<file path="config.mk">
export PLATFORM = sky130hd
export DESIGN_NAME = muldiv_unit
export DESIGN_NICKNAME = d
export VERILOG_FILES = /design/src/rtl/muldiv_unit.sv
export SDC_FILE = /design/constraint.sdc
export NUM_CORES = 1
export LEC_CHECK = 0
export CAP_MARGIN = 20
export CORE_MARGIN = 5
export CORE_UTILIZATION = 40
export DETAILED_ROUTE_END_ITERATION = 6
export PLACE_DENSITY = 0.66
export SYNTH_ARGS = -nofsm -noshare
export SYNTH_HDL_FRONTEND = slang
export SYNTH_SLANG_ARGS = --single-unit
</file>
<file path="constraint.sdc">
create_clock -name clk -period 4.6 [get_ports clk]
set_clock_uncertainty 0.2 [all_clocks]
set_input_delay 0.92 -clock clk [delete_from_list [all_inputs] [get_ports clk]]
set_output_delay 0.92 -clock clk [all_outputs]
set_load 0.02 [all_outputs]
</file>
<file path="src/rtl/muldiv_unit.sv">
// Iterative RV32M multiply/divide unit: shift-add multiply and restoring divide,
// bits_per_cycle bits retired per iteration, start/busy/done handshake with kill.
module muldiv_unit #(
  parameter int data_bits      = 32,
  parameter int bits_per_cycle = 1
) (
  input  logic                 clk,
  input  logic                 reset,
  input  logic                 start,
  input  logic                 kill,
  input  logic [2:0]           func_3_bits,
  input  logic [data_bits-1:0] operand_a,
  input  logic [data_bits-1:0] operand_b,
  output logic                 busy,
  output logic                 done,
  output logic [data_bits-1:0] result
);

  localparam int W    = data_bits;
  localparam int ITER = data_bits / bits_per_cycle;
  localparam int CW   = $clog2(ITER + 1);

  typedef enum logic [1:0] {S_IDLE, S_MUL, S_DIV, S_FIN} state_t;

  state_t         state_q, state_d;
  logic [CW-1:0]  cnt_q, cnt_d;
  logic [2:0]     f3_q, f3_d;
  logic [W-1:0]   opnd_q, opnd_d;
  logic [W-1:0]   hi_q, hi_d;
  logic [W-1:0]   lo_q, lo_d;
  logic           negq_q, negq_d;
  logic           negr_q, negr_d;
  logic           busy_q, busy_d;
  logic           done_q, done_d;
  logic [W-1:0]   result_q, result_d;

  logic           sgn_a, sgn_b;
  logic [W-1:0]   mag_a, mag_b;
  logic [2*W-1:0] mul_next, div_next, prod_raw, prod_fix;

  function automatic logic [W-1:0] mag(input logic [W-1:0] v, input logic s);
    return s ? (~v + 1'b1) : v;
  endfunction

  // One multiplier bit: conditionally add the multiplicand into the high half, shift right.
  function automatic logic [2*W-1:0] mul_step(input logic [2*W-1:0] p, input logic [W-1:0] m);
    logic [W:0] s;
    s = {1'b0, p[2*W-1:W]} + (p[0] ? {1'b0, m} : {(W+1){1'b0}});
    return {s, p[W-1:1]};
  endfunction

  // One quotient bit: {remainder, dividend} shifts left, quotient bit enters at the bottom.
  function automatic logic [2*W-1:0] div_step(input logic [2*W-1:0] p, input logic [W-1:0] d);
    logic [W:0] r;
    logic       qb;
    r  = {p[2*W-1:W], p[W-1]};
    qb = (r >= {1'b0, d});
    if (qb) r = r - {1'b0, d};
    return {r[W-1:0], p[W-2:0], qb};
  endfunction

  function automatic logic [2*W-1:0] mul_iter(input logic [2*W-1:0] p, input logic [W-1:0] m);
    logic [2*W-1:0] t;
    t = p;
    for (int i = 0; i < bits_per_cycle; i++) t = mul_step(t, m);
    return t;
  endfunction

  function automatic logic [2*W-1:0] div_iter(input logic [2*W-1:0] p, input logic [W-1:0] d);
    logic [2*W-1:0] t;
    t = p;
    for (int i = 0; i < bits_per_cycle; i++) t = div_step(t, d);
    return t;
  endfunction

  // MUL (000) is treated as unsigned: the low half of the product is sign-agnostic.
  assign sgn_a = operand_a[W-1] &&
                 (func_3_bits inside {3'b001, 3'b010, 3'b100, 3'b110});
  assign sgn_b = operand_b[W-1] &&
                 (func_3_bits inside {3'b001, 3'b100, 3'b110});
  assign mag_a = mag(operand_a, sgn_a);
  assign mag_b = mag(operand_b, sgn_b);

  assign mul_next = mul_iter({hi_q, lo_q}, opnd_q);
  assign div_next = div_iter({hi_q, lo_q}, opnd_q);
  assign prod_raw = {hi_q, lo_q};
  assign prod_fix = negq_q ? (~prod_raw + 1'b1) : prod_raw;

  always_comb begin
    state_d  = state_q;
    cnt_d    = cnt_q;
    f3_d     = f3_q;
    opnd_d   = opnd_q;
    hi_d     = hi_q;
    lo_d     = lo_q;
    negq_d   = negq_q;
    negr_d   = negr_q;
    busy_d   = busy_q;
    done_d   = 1'b0;
    result_d = result_q;
    case (state_q)
      S_IDLE: begin
        // The done cycle is still an IDLE cycle but must not accept a new request.
        if (start && !kill && !done_q) begin
          f3_d   = func_3_bits;
          busy_d = 1'b1;
          cnt_d  = CW'(ITER);
          hi_d   = '0;
          if (!func_3_bits[2]) begin
            lo_d    = mag_b;
            opnd_d  = mag_a;
            negq_d  = sgn_a ^ sgn_b;
            negr_d  = 1'b0;
            state_d = S_MUL;
          end else if (operand_b == '0) begin
            // Preload the accumulators so FIN yields the divide-by-zero results unchanged.
            hi_d    = operand_a;
            lo_d    = '1;
            negq_d  = 1'b0;
            negr_d  = 1'b0;
            state_d = S_FIN;
          end else if (!func_3_bits[0] && operand_a == {1'b1, {(W-1){1'b0}}} &&
                       operand_b == '1) begin
            lo_d    = operand_a;
            negq_d  = 1'b0;
            negr_d  = 1'b0;
            state_d = S_FIN;
          end else begin
            lo_d    = mag_a;
            opnd_d  = mag_b;
            negq_d  = sgn_a ^ sgn_b;
            negr_d  = sgn_a;
            state_d = S_DIV;
          end
        end
      end
      S_MUL, S_DIV: begin
        if (kill) begin
          busy_d  = 1'b0;
          state_d = S_IDLE;
        end else begin
          {hi_d, lo_d} = (state_q == S_MUL) ? mul_next : div_next;
          cnt_d        = cnt_q - 1'b1;
          if (cnt_q == CW'(1)) state_d = S_FIN;
        end
      end
      S_FIN: begin
        busy_d  = 1'b0;
        state_d = S_IDLE;
        if (!kill) begin
          done_d = 1'b1;
          case (f3_q)
            3'b000:                 result_d = prod_fix[W-1:0];
            3'b001, 3'b010, 3'b011: result_d = prod_fix[2*W-1:W];
            3'b100, 3'b101:         result_d = negq_q ? (~lo_q + 1'b1) : lo_q;
            default:                result_d = negr_q ? (~hi_q + 1'b1) : hi_q;
          endcase
        end
      end
      default: begin
        busy_d  = 1'b0;
        state_d = S_IDLE;
      end
    endcase
  end

  always_ff @(posedge clk or posedge reset) begin
    if (reset) begin
      state_q  <= S_IDLE;
      cnt_q    <= '0;
      f3_q     <= '0;
      opnd_q   <= '0;
      hi_q     <= '0;
      lo_q     <= '0;
      negq_q   <= 1'b0;
      negr_q   <= 1'b0;
      busy_q   <= 1'b0;
      done_q   <= 1'b0;
      result_q <= '0;
    end else begin
      state_q  <= state_d;
      cnt_q    <= cnt_d;
      f3_q     <= f3_d;
      opnd_q   <= opnd_d;
      hi_q     <= hi_d;
      lo_q     <= lo_d;
      negq_q   <= negq_d;
      negr_q   <= negr_d;
      busy_q   <= busy_d;
      done_q   <= done_d;
      result_q <= result_d;
    end
  end

  assign busy   = busy_q;
  assign done   = done_q;
  assign result = result_q;

endmodule

</file>
==> results of run 1 <==
metal layers:
metal  GRT usage (%)  part of all wire, %  up-vias
met3           4.844                  9.2      144
met5               0                0.023        -
met1           40.04                   43     7661
met4           10.53                  4.2        2
met2           43.27                   43      899
li1                -                    -     7397
worst register-to-register path, stage by stage, from the launching register on:
cell     delay, ps
dfrtp_1        540
ha_1           500
and3_1         220
nand4_1        140
nor3_1         580
nand4_1        240
a31o_2         350
nand2_1        100
buf_4          330
mux2_2         390
o21ai_0        310
nand3_1        120
cells by family (layout without fill, tap and decap cells):
group	count (synthesis)	after routing	synth area share [%]
xor+xnor	196	196	11.34
flops	143	143	23.64
fa+ha+maj	77	77	6.464
compound gates	629	629	25.87
mux	93	93	6.456
buf+inv	218	299	5.646
simple gates	646	646	20.58
stage by stage:
step	instances	worst slack (ps)	hold slack, ps	utilization (%)	power (mW)
after floorplan	2002	688.7	255.6	-	9.002
after global placement	2562	343.5	260.1	45.21	11.99
after detailed placement	2562	202.7	267.7	45.21	12.10
after CTS	2593	491.9	283.3	46.67	13.50
after global routing	2594	280.8	307.0	46.69	14.62
final	2594	419.8	282.1	46.69	13.77
area by class of cell:
class / count / area [sq um]
clock buffer: 20 / 436.7
multi-input combinational: 1641 / 10720
inverter: 75 / 285.3
clock inverter: 11 / 110.1
fill: 3817 / 19980
timing repair buffer: 193 / 1729
tap: 511 / 639.4
sequential: 143 / 3580
cells in the final DEF, fill, tap and decap left out, drive strengths merged, types with 16 or more instances in the layout:
cell type / count
buf: 90
xor2: 67
xnor2: 129
or4: 16
a31oi: 28
o221ai: 16
o21ai: 198
o31ai: 29
and3: 19
mux2: 37
o22ai: 22
a211oi: 16
nand2: 234
clkdlybuf4s50: 103
mux2i: 56
inv: 76
a21oi: 183
o41ai: 20
dfrtp: 143
nor4: 24
nor2: 156
clkbuf: 20
ha: 75
nor3: 44
nand4: 21
a21o: 19
nand3: 47
final timing paths:
kind                                    to  startpoint  cells after the start
worst max-delay path              hi_q[10]    hi_q[22]                     11
worst min-delay path             result[6]   result[6]                      2
worst max register to register    hi_q[10]    hi_q[22]                     11
worst min register to register   result[6]   result[6]                      2
max in group asynchronous       opnd_q[17]       reset                      3
min in group asynchronous         cnt_q[3]       reset                      2
power by group through the flow:
stage | combinational (mW) | clock (mW) | sequential (mW)
detailed placement | 9.51 | 0 | 2.59
global route | 10.6 | 1.41 | 2.66
CTS | 9.57 | 1.36 | 2.57
global placement | 9.42 | 0 | 2.57
floorplan | 6.59 | 0 | 2.41
finish | 9.82 | 1.35 | 2.59
flip-flops by register name, summed over array words and instances (netlist names):
register / cells
busy: 1
state_q: 2
hi_q: 32
result: 32
lo_q: 32
negr_q: 1
negq_q: 1
done: 1
cnt_q: 6
f3_q: 3
opnd_q: 32
==> flow_summary.ini, run 1 <==
[finish]
diodes = 0
synthToLayoutAreaGrowth_pct = 15.65
final_nets = 2219
drive_gt1_share_pct = 9.458
design_area_sq_um = 17500

[timing]
slew_violations = 0
fin_crit_sh_pct = 90.87
tightest_slew_ps = 1039
setup_violations = 0
rsz0062_at_grt = false
hold_viol = 0
relSlewSlack_pct = 30.63
fmax_mhz = 239.2
min_period_ps = 4180
fin_tns_setup_ps = 0

[worst_setup_path]
critPathTopFamily = simple AND/OR/NAND/NOR gates
path_class = reg2reg
critPathMaxFanout = 22
slowest_delay_ps = 580
cpMostUsedCell = nand4_1
crit_path_start_kind = flip-flop
path_cells = ha_1 -> and3_1 -> nand4_1 -> nor3_1 -> nand4_1 -> a31o_2 -> nand2_1 -> buf_4 -> mux2_2 -> o21ai_0 -> nand3_1
cp_data_required_time_ps = 4710
endpoint_kind = flip-flop
slowest_stage = nor3_1
arrival_ps = 4290
crit_buf_inv = 1
rrSetupSlack_ps = 420

[die]
num_rows = 71
ios = 105
chipWidth_um = 204.5
die_h_um = 204.5
core_sq_um = 37490
initial_core_util_pct = 40.37
fp.dieArea_sq_um = 41830

[job]
maxCapViolations = 0

[grt]
grt_pass1_wl_um = 91870
grt_usage_pct = 28.26
antenna_found_initial = 1
grt_max_degree = 67
grt_pass1_vias = 15040
overflow = 0

[power_and_ir_drop]
power.switching_mw = 7.352
clockPowerShare_pct = 9.8
internal_power_mw = 6.415
ir_drop_uv = 594.1
p_sw_share_pct = 53.40
p_seq_share_pct = 18.8
leakage_nw = 7.062
pwr-share-comb_pct = 71.4
powerDensity_nw_per_um2 = 786.5

[clock_tree]
cts_tree = built
numCtsBuffers = 17
cts.sinks = 143
cts_buffer_depth = 2
post-cts-setup-buffers = 0
htreeDepth = 4
cts_hold_buf = 0
clk_pin_slew_worst_paths_ps = 70
clock_latency_ps = 460
cts-root-buf = clkbuf_16
cts_resized = 0

[drt]
wl_per_cell_um = 23.32
dr.pass1.iters = 6
vias = 16100
wl_um = 60500
viasPerCell = 6.208
drc = 0
drt_iter0_markers = 2075
ant_nets = 0

[placed_design]
place.port_buffers = 104
place_area_sq_um = 16950
gp_congestion = 1.024
dp_hpwl_um = 47360

[synth]
ys_async_sr_fraction_pct = 100.0
avgSynthCellArea_sq_um = 7.560
synth_area_leaders = dfrtp_1 (24%), xnor2_1 (7.5%), ha_1 (6.2%)
synthCells = 2002
yosysMostFrequentCell = nand2_1
ys_types = 82
synth_common_cells = nand2_1 (234), a21oi_1 (183), nor2_1 (156), dfrtp_1 (143), o21ai_0 (131)
ys_ff_latch = 143
synthFlopType = dfrtp_1
synth_area_sq_um = 15140
synth_nets = 2150
yosys_warnings = 0
yosysTopAreaCellShare_pct = 23.64
seq_area_frac_synth_pct = 23.64
synth-edff-count = 0
netlist.top_cell.by_area = dfrtp_1

[worst_hold_path]
hold_path.class = reg2reg

[run_status]
status = finished clean
No activity file was read; power rests on OpenSTA's default activity.
==> run 2: changes to the inputs <==
--- a/config.mk
+++ b/config.mk
@@ -5,8 +5,8 @@
 export SDC_FILE = /design/constraint.sdc
 export NUM_CORES = 1
 export LEC_CHECK = 0
-export CAP_MARGIN = 20
-export CORE_MARGIN = 5
+export CAP_MARGIN = 40
+export CORE_MARGIN = 3
 export CORE_UTILIZATION = 40
 export DETAILED_ROUTE_END_ITERATION = 6
 export PLACE_DENSITY = 0.66
==> flow_summary.ini, run 2 (synthesized netlist as in run 1, its figures left out) <==
[drt]
wl_per_cell_um = 23.10
dr.pass1.iters = 6
wl_um = 59640
drc = 0
vias = 15970
drt_iter0_markers = 2006
ant_nets = 0
viasPerCell = 6.186

[die]
initial_core_util_pct = 40.95
chipWidth_um = 200.5
ios = 105
core_sq_um = 36960
fp.dieArea_sq_um = 40210
num_rows = 70
die_h_um = 200.5

[placed_design]
place_area_sq_um = 16990
place.port_buffers = 104
gp_congestion = 1.018
dp_hpwl_um = 46720

[timing]
setup_violations = 0
fin_tns_setup_ps = 0
min_period_ps = 4051
relSlewSlack_pct = 39.66
whs_ps = 285.2
fin_crit_sh_pct = 88.06
tightest_slew_ps = 905.0
fmax_mhz = 246.9
rsz0062_at_grt = false
hold_viol = 0
slew_violations = 0

[finish]
final_nets = 2213
multi_input_area_sq_um = 10720
design_area_sq_um = 17570
drive_gt1_share_pct = 9.240
layout_common_cells = nand2_1 (234), a21oi_1 (183), nor2_1 (154)
layout_commonest_cell = nand2_1
diodes = 0
synthToLayoutAreaGrowth_pct = 16.10
n_fill_cell = 3735
regArea_sq_um = 3580

[job]
maxCapViolations = 0

[clock_tree]
post-cts-setup-buffers = 0
cts-root-buf = clkbuf_16
cts_resized = 0
cts.sinks = 143
cts_buffer_depth = 2
clock_latency_ps = 450
clk_pin_slew_worst_paths_ps = 70
cts_tree = built
cts_hold_buf = 0
htreeDepth = 4
numCtsBuffers = 17

[worst_setup_path]
cp_data_required_time_ps = 4720
crit_path_start_kind = flip-flop
arrival_ps = 4170
critPathMaxFanout = 17
critPathTopFamily = simple AND/OR/NAND/NOR gates
path_class = reg2reg
endpoint_kind = flip-flop
crit_buf_inv = 3
slowest_stage = o21ai_0
path_cells = inv_1 -> buf_12 -> buf_4 -> nor2_1 -> ha_1 -> nand3_1 -> nor4_1 -> nand4_1 -> and3_1 -> o21ai_0 -> o211ai_1 -> o21ai_0 -> mux2i_1 -> o211ai_1
slowest_delay_ps = 470

[grt]
grt_usage_pct = 28.62
grt_max_degree = 66
grt_pass1_wl_um = 90310
overflow = 0
grt_pass1_vias = 14960
antenna_found_initial = 1

[power_and_ir_drop]
power_mw = 13.81
powerDensity_nw_per_um2 = 785.8
leakage_nw = 7.086
ir_drop_uv = 529.5

[run_status]
status = finished clean

[worst_hold_path]
hold_path.class = reg2reg
## run 2: cell count changes in the layout (fill, tap and decap cells not counted), sizes merged
cell,change
buf,-6
bufinv,+1
clkbuf,+1
clkinv,-4
clkinvlp,+1
inv,+2
## run 2: metal layers
layer  up-vias  wire (um)  GRT usage, %
met3       147       5390         5.221
met1      7553      25630         39.73
met2       879      25740         43.73
li1       7392          -             -
met4         0       2880         12.15
met5         -          0             0
## run 2: area by class of cell
cell class,count,share of cell area [%]
well taps,504,3.589
flip-flops and latches,143,20.37
repair buffers,187,10.07
clock buffers,21,2.563
multi-input cells,1641,61.03
inverters,75,1.623
clock inverters,11,0.7548
## run 2: per-stage QoR
stage | utilization (%) | cells | setup slack, ps
after floorplan | - | 2002 | 688.7
after global placement | 45.73 | 2545 | 328.5
after detailed placement | 45.96 | 2550 | 228.9
after CTS | 47.54 | 2582 | 647.1
after global routing | 47.54 | 2582 | 403.3
final | 47.54 | 2582 | 549.3
## run 2: path summary, 6_finish.rpt
| kind | end | slack, ps | cells past startpoint | from |
|---|---|---|---|---|
| setup / recovery | hi_q[30] | 550 | 14 | lo_q[0] |
| hold / removal | result[22] | 290 | 2 | result[22] |
| setup reg to reg | hi_q[30] | 550 | 14 | lo_q[0] |
| hold reg to reg | result[22] | 290 | 2 | result[22] |
| max in group asynchronous | hi_q[8] | 2600 | 4 | reset |
| min in group asynchronous | done | 690 | 2 | reset |
## run 2: worst register-to-register path, cell delays in order (launching register included)
cell and delay (ps):
dfrtp_1 380, inv_1 200, buf_12 190, buf_4 260, nor2_1 100, ha_1 420
nand3_1 190, nor4_1 360, nand4_1 200, and3_1 260, o21ai_0 190, o211ai_1 150
o21ai_0 470, mux2i_1 250, o211ai_1 100
## run 2: power by group
part	switching (mW)	total, mW	leakage, nW	internal, mW
Clock	0.617	1.44	0.273	0.820
Combinational	5.80	9.69	5.03	3.89
Sequential	0.853	2.68	1.78	1.83
==> run 3: changes to the inputs <==
--- a/config.mk
+++ b/config.mk
@@ -9,7 +9,7 @@
 export CORE_MARGIN = 3
 export CORE_UTILIZATION = 40
 export DETAILED_ROUTE_END_ITERATION = 6
-export PLACE_DENSITY = 0.66
+export PLACE_DENSITY = 0.64
 export SYNTH_ARGS = -nofsm -noshare
 export SYNTH_HDL_FRONTEND = slang
 export SYNTH_SLANG_ARGS = --single-unit
==> constraint.sdc (replaced) <==
create_clock -name clk -period 3.8 [get_ports clk]
set_clock_uncertainty 0.2 [all_clocks]
set_input_delay 0.76 -clock clk [delete_from_list [all_inputs] [get_ports clk]]
set_output_delay 0.76 -clock clk [all_outputs]
set_load 0.02 [all_outputs]
==> flow_summary.ini, run 3 (synthesized netlist as in run 1, its figures left out) <==
[power_and_ir_drop]
powerDensity_nw_per_um2 = 933.4
p_seq_share_pct = 17.4
power.switching_mw = 9.006
ir_drop_uv = 636.6
p_sw_share_pct = 51.76
internal_power_mw = 8.393
pwr-share-comb_pct = 72.6
clockPowerShare_pct = 10.1
leakage_nw = 7.743

[worst_setup_path]
endpoint_kind = flip-flop
slowest_stage = dfrtp_1
path_class = reg2reg
cpMostUsedCell = a221o_1
rrSetupSlack_ps = 120
slowest_delay_ps = 410
crit_path_start_kind = flip-flop
crit_buf_inv = 2
critPathMaxFanout = 2
critPathTopFamily = compound AO/OA/AOI/OAI gates
arrival_ps = 3860
cp_data_required_time_ps = 3980
path_cells = inv_1 -> ha_2 -> inv_1 -> fa_2 -> a21o_1 -> a221o_1 -> a221o_1 -> a221o_1 -> a31o_1 -> a21oi_2 -> nor2b_1 -> or3_1 -> a31oi_1

[finish]
multi_input_area_sq_um = 10860
drive_gt1_share_pct = 15.34
final_nets = 2332
layout_commonest_cell = nand2_1
regArea_sq_um = 3580
diodes = 0
synthToLayoutAreaGrowth_pct = 23.15
layout_common_cells = nand2_1 (234), buf_4 (192), a21oi_1 (178)
design_area_sq_um = 18640
n_fill_cell = 3673

[grt]
met1_usage_pct = 40.32
grt_pass1_wl_um = 93250
use_met2_pct = 45.22
grt_pass1_vias = 15670
antenna_found_initial = 0
overflow = 0
grt_max_degree = 90
grt_usage_pct = 29.50
grt-busiest-layer = met2
met3_usage_pct = 5.675

[timing]
setup_violations = 0
fin_crit_sh_pct = 96.78
fin_tns_setup_ps = 0
rsz0062_at_grt = false
slew_violations = 0
hold_viol = 0
min_period_ps = 3678
whs_ps = 283.0
fmax_mhz = 271.9
relSlewSlack_pct = 45.72
tightest_slew_ps = 814.2

[run_status]
status = finished clean

[drt]
ant_nets = 0
drt_iter0_markers = 2026
vias = 16500
wl_um = 61080
drc = 0
wl_per_cell_um = 22.62
viasPerCell = 6.107
dr.pass1.iters = 6

[die]
chipWidth_um = 200.5
fp.dieArea_sq_um = 40210
num_rows = 70
initial_core_util_pct = 40.95
ios = 105
core_sq_um = 36960
die_h_um = 200.5

[placed_design]
gp_congestion = 1.047
place_area_sq_um = 17890
place.port_buffers = 104
dp_hpwl_um = 48410

[clock_tree]
clock_latency_ps = 460
cts_tree = built
numCtsBuffers = 17
cts_hold_buf = 0
cts-root-buf = clkbuf_16
clk_pin_slew_worst_paths_ps = 70
cts_buffer_depth = 2
htreeDepth = 4
cts.sinks = 143

[worst_hold_path]
hold_path.class = reg2reg

[job]
maxCapViolations = 0
## run 3: cell types whose count changed in the layout (fill, tap and decap cells not counted), moves of 4 or more
cell	delta
clkinvlp_4	-4
buf_4	+117
a21oi_2	+5
o21ai_0	-4
a21oi_1	-5
## run 3: worst paths after layout
check	to	cells past startpoint	from
max reg2reg	hi_q[24]	13	lo_q[31]
max	hi_q[24]	13	lo_q[31]
min	result[2]	2	result[2]
max in group asynchronous	opnd_q[20]	4	reset
min reg2reg	result[2]	2	result[2]
min in group asynchronous	lo_q[30]	2	reset
## run 3: worst reg2reg max path, delay by kind of cell (launching register included)
kind,cells,cell delay (ps)
adders and majority gates,2,540
buffers and inverters,2,170
AOI/OAI and AO/OA,7,1850
and+or+nand+nor,2,430
DFF,1,410
## run 3: per-layer routing
metal	wire length (um)	vias up	part of all wire [%]
met1	26220	7874	43
li1	-	7643	-
met3	5553	137	9.1
met4	2942	0	4.8
met2	26370	841	43
met5	0	-	0
## run 3: repair_timing
action,in CTS,in global routing
setup endpoints to repair,0,61
setup buffers,0,3
gates resized for setup,0,36
hold endpoints to repair,0,0
## run 3: layout make-up
class                   count  area share, %
clock inverters            11         0.6981
multi-input cells        1641          58.24
inverters                  75          1.530
flip-flops and latches    143          19.20
well taps                 504          3.383
clock buffers              21          2.470
repair buffers            306          14.47
## run 3: power groups by stage
stage	clock (mW)	combinational (mW)	sequential, mW
floorplan	0	7.98	2.92
finish	1.75	12.6	3.02
CTS	1.77	12.2	3.00
global route	1.84	13.6	3.11
global placement	0	11.9	3.03
detailed placement	0	12.2	3.02
## run 3: metrics by stage
step                setup slack, ps  total power, mW  util (%)  std cells
floorplan                     48.70            10.90         -       2002
global placement             -298.2            14.97     48.25       2663
detailed placement           -352.5            15.19     48.42       2666
CTS                           1.263            17.00     50.01       2698
global route                  5.588            18.55     50.43       2701
finish                        122.2            17.40     50.43       2701
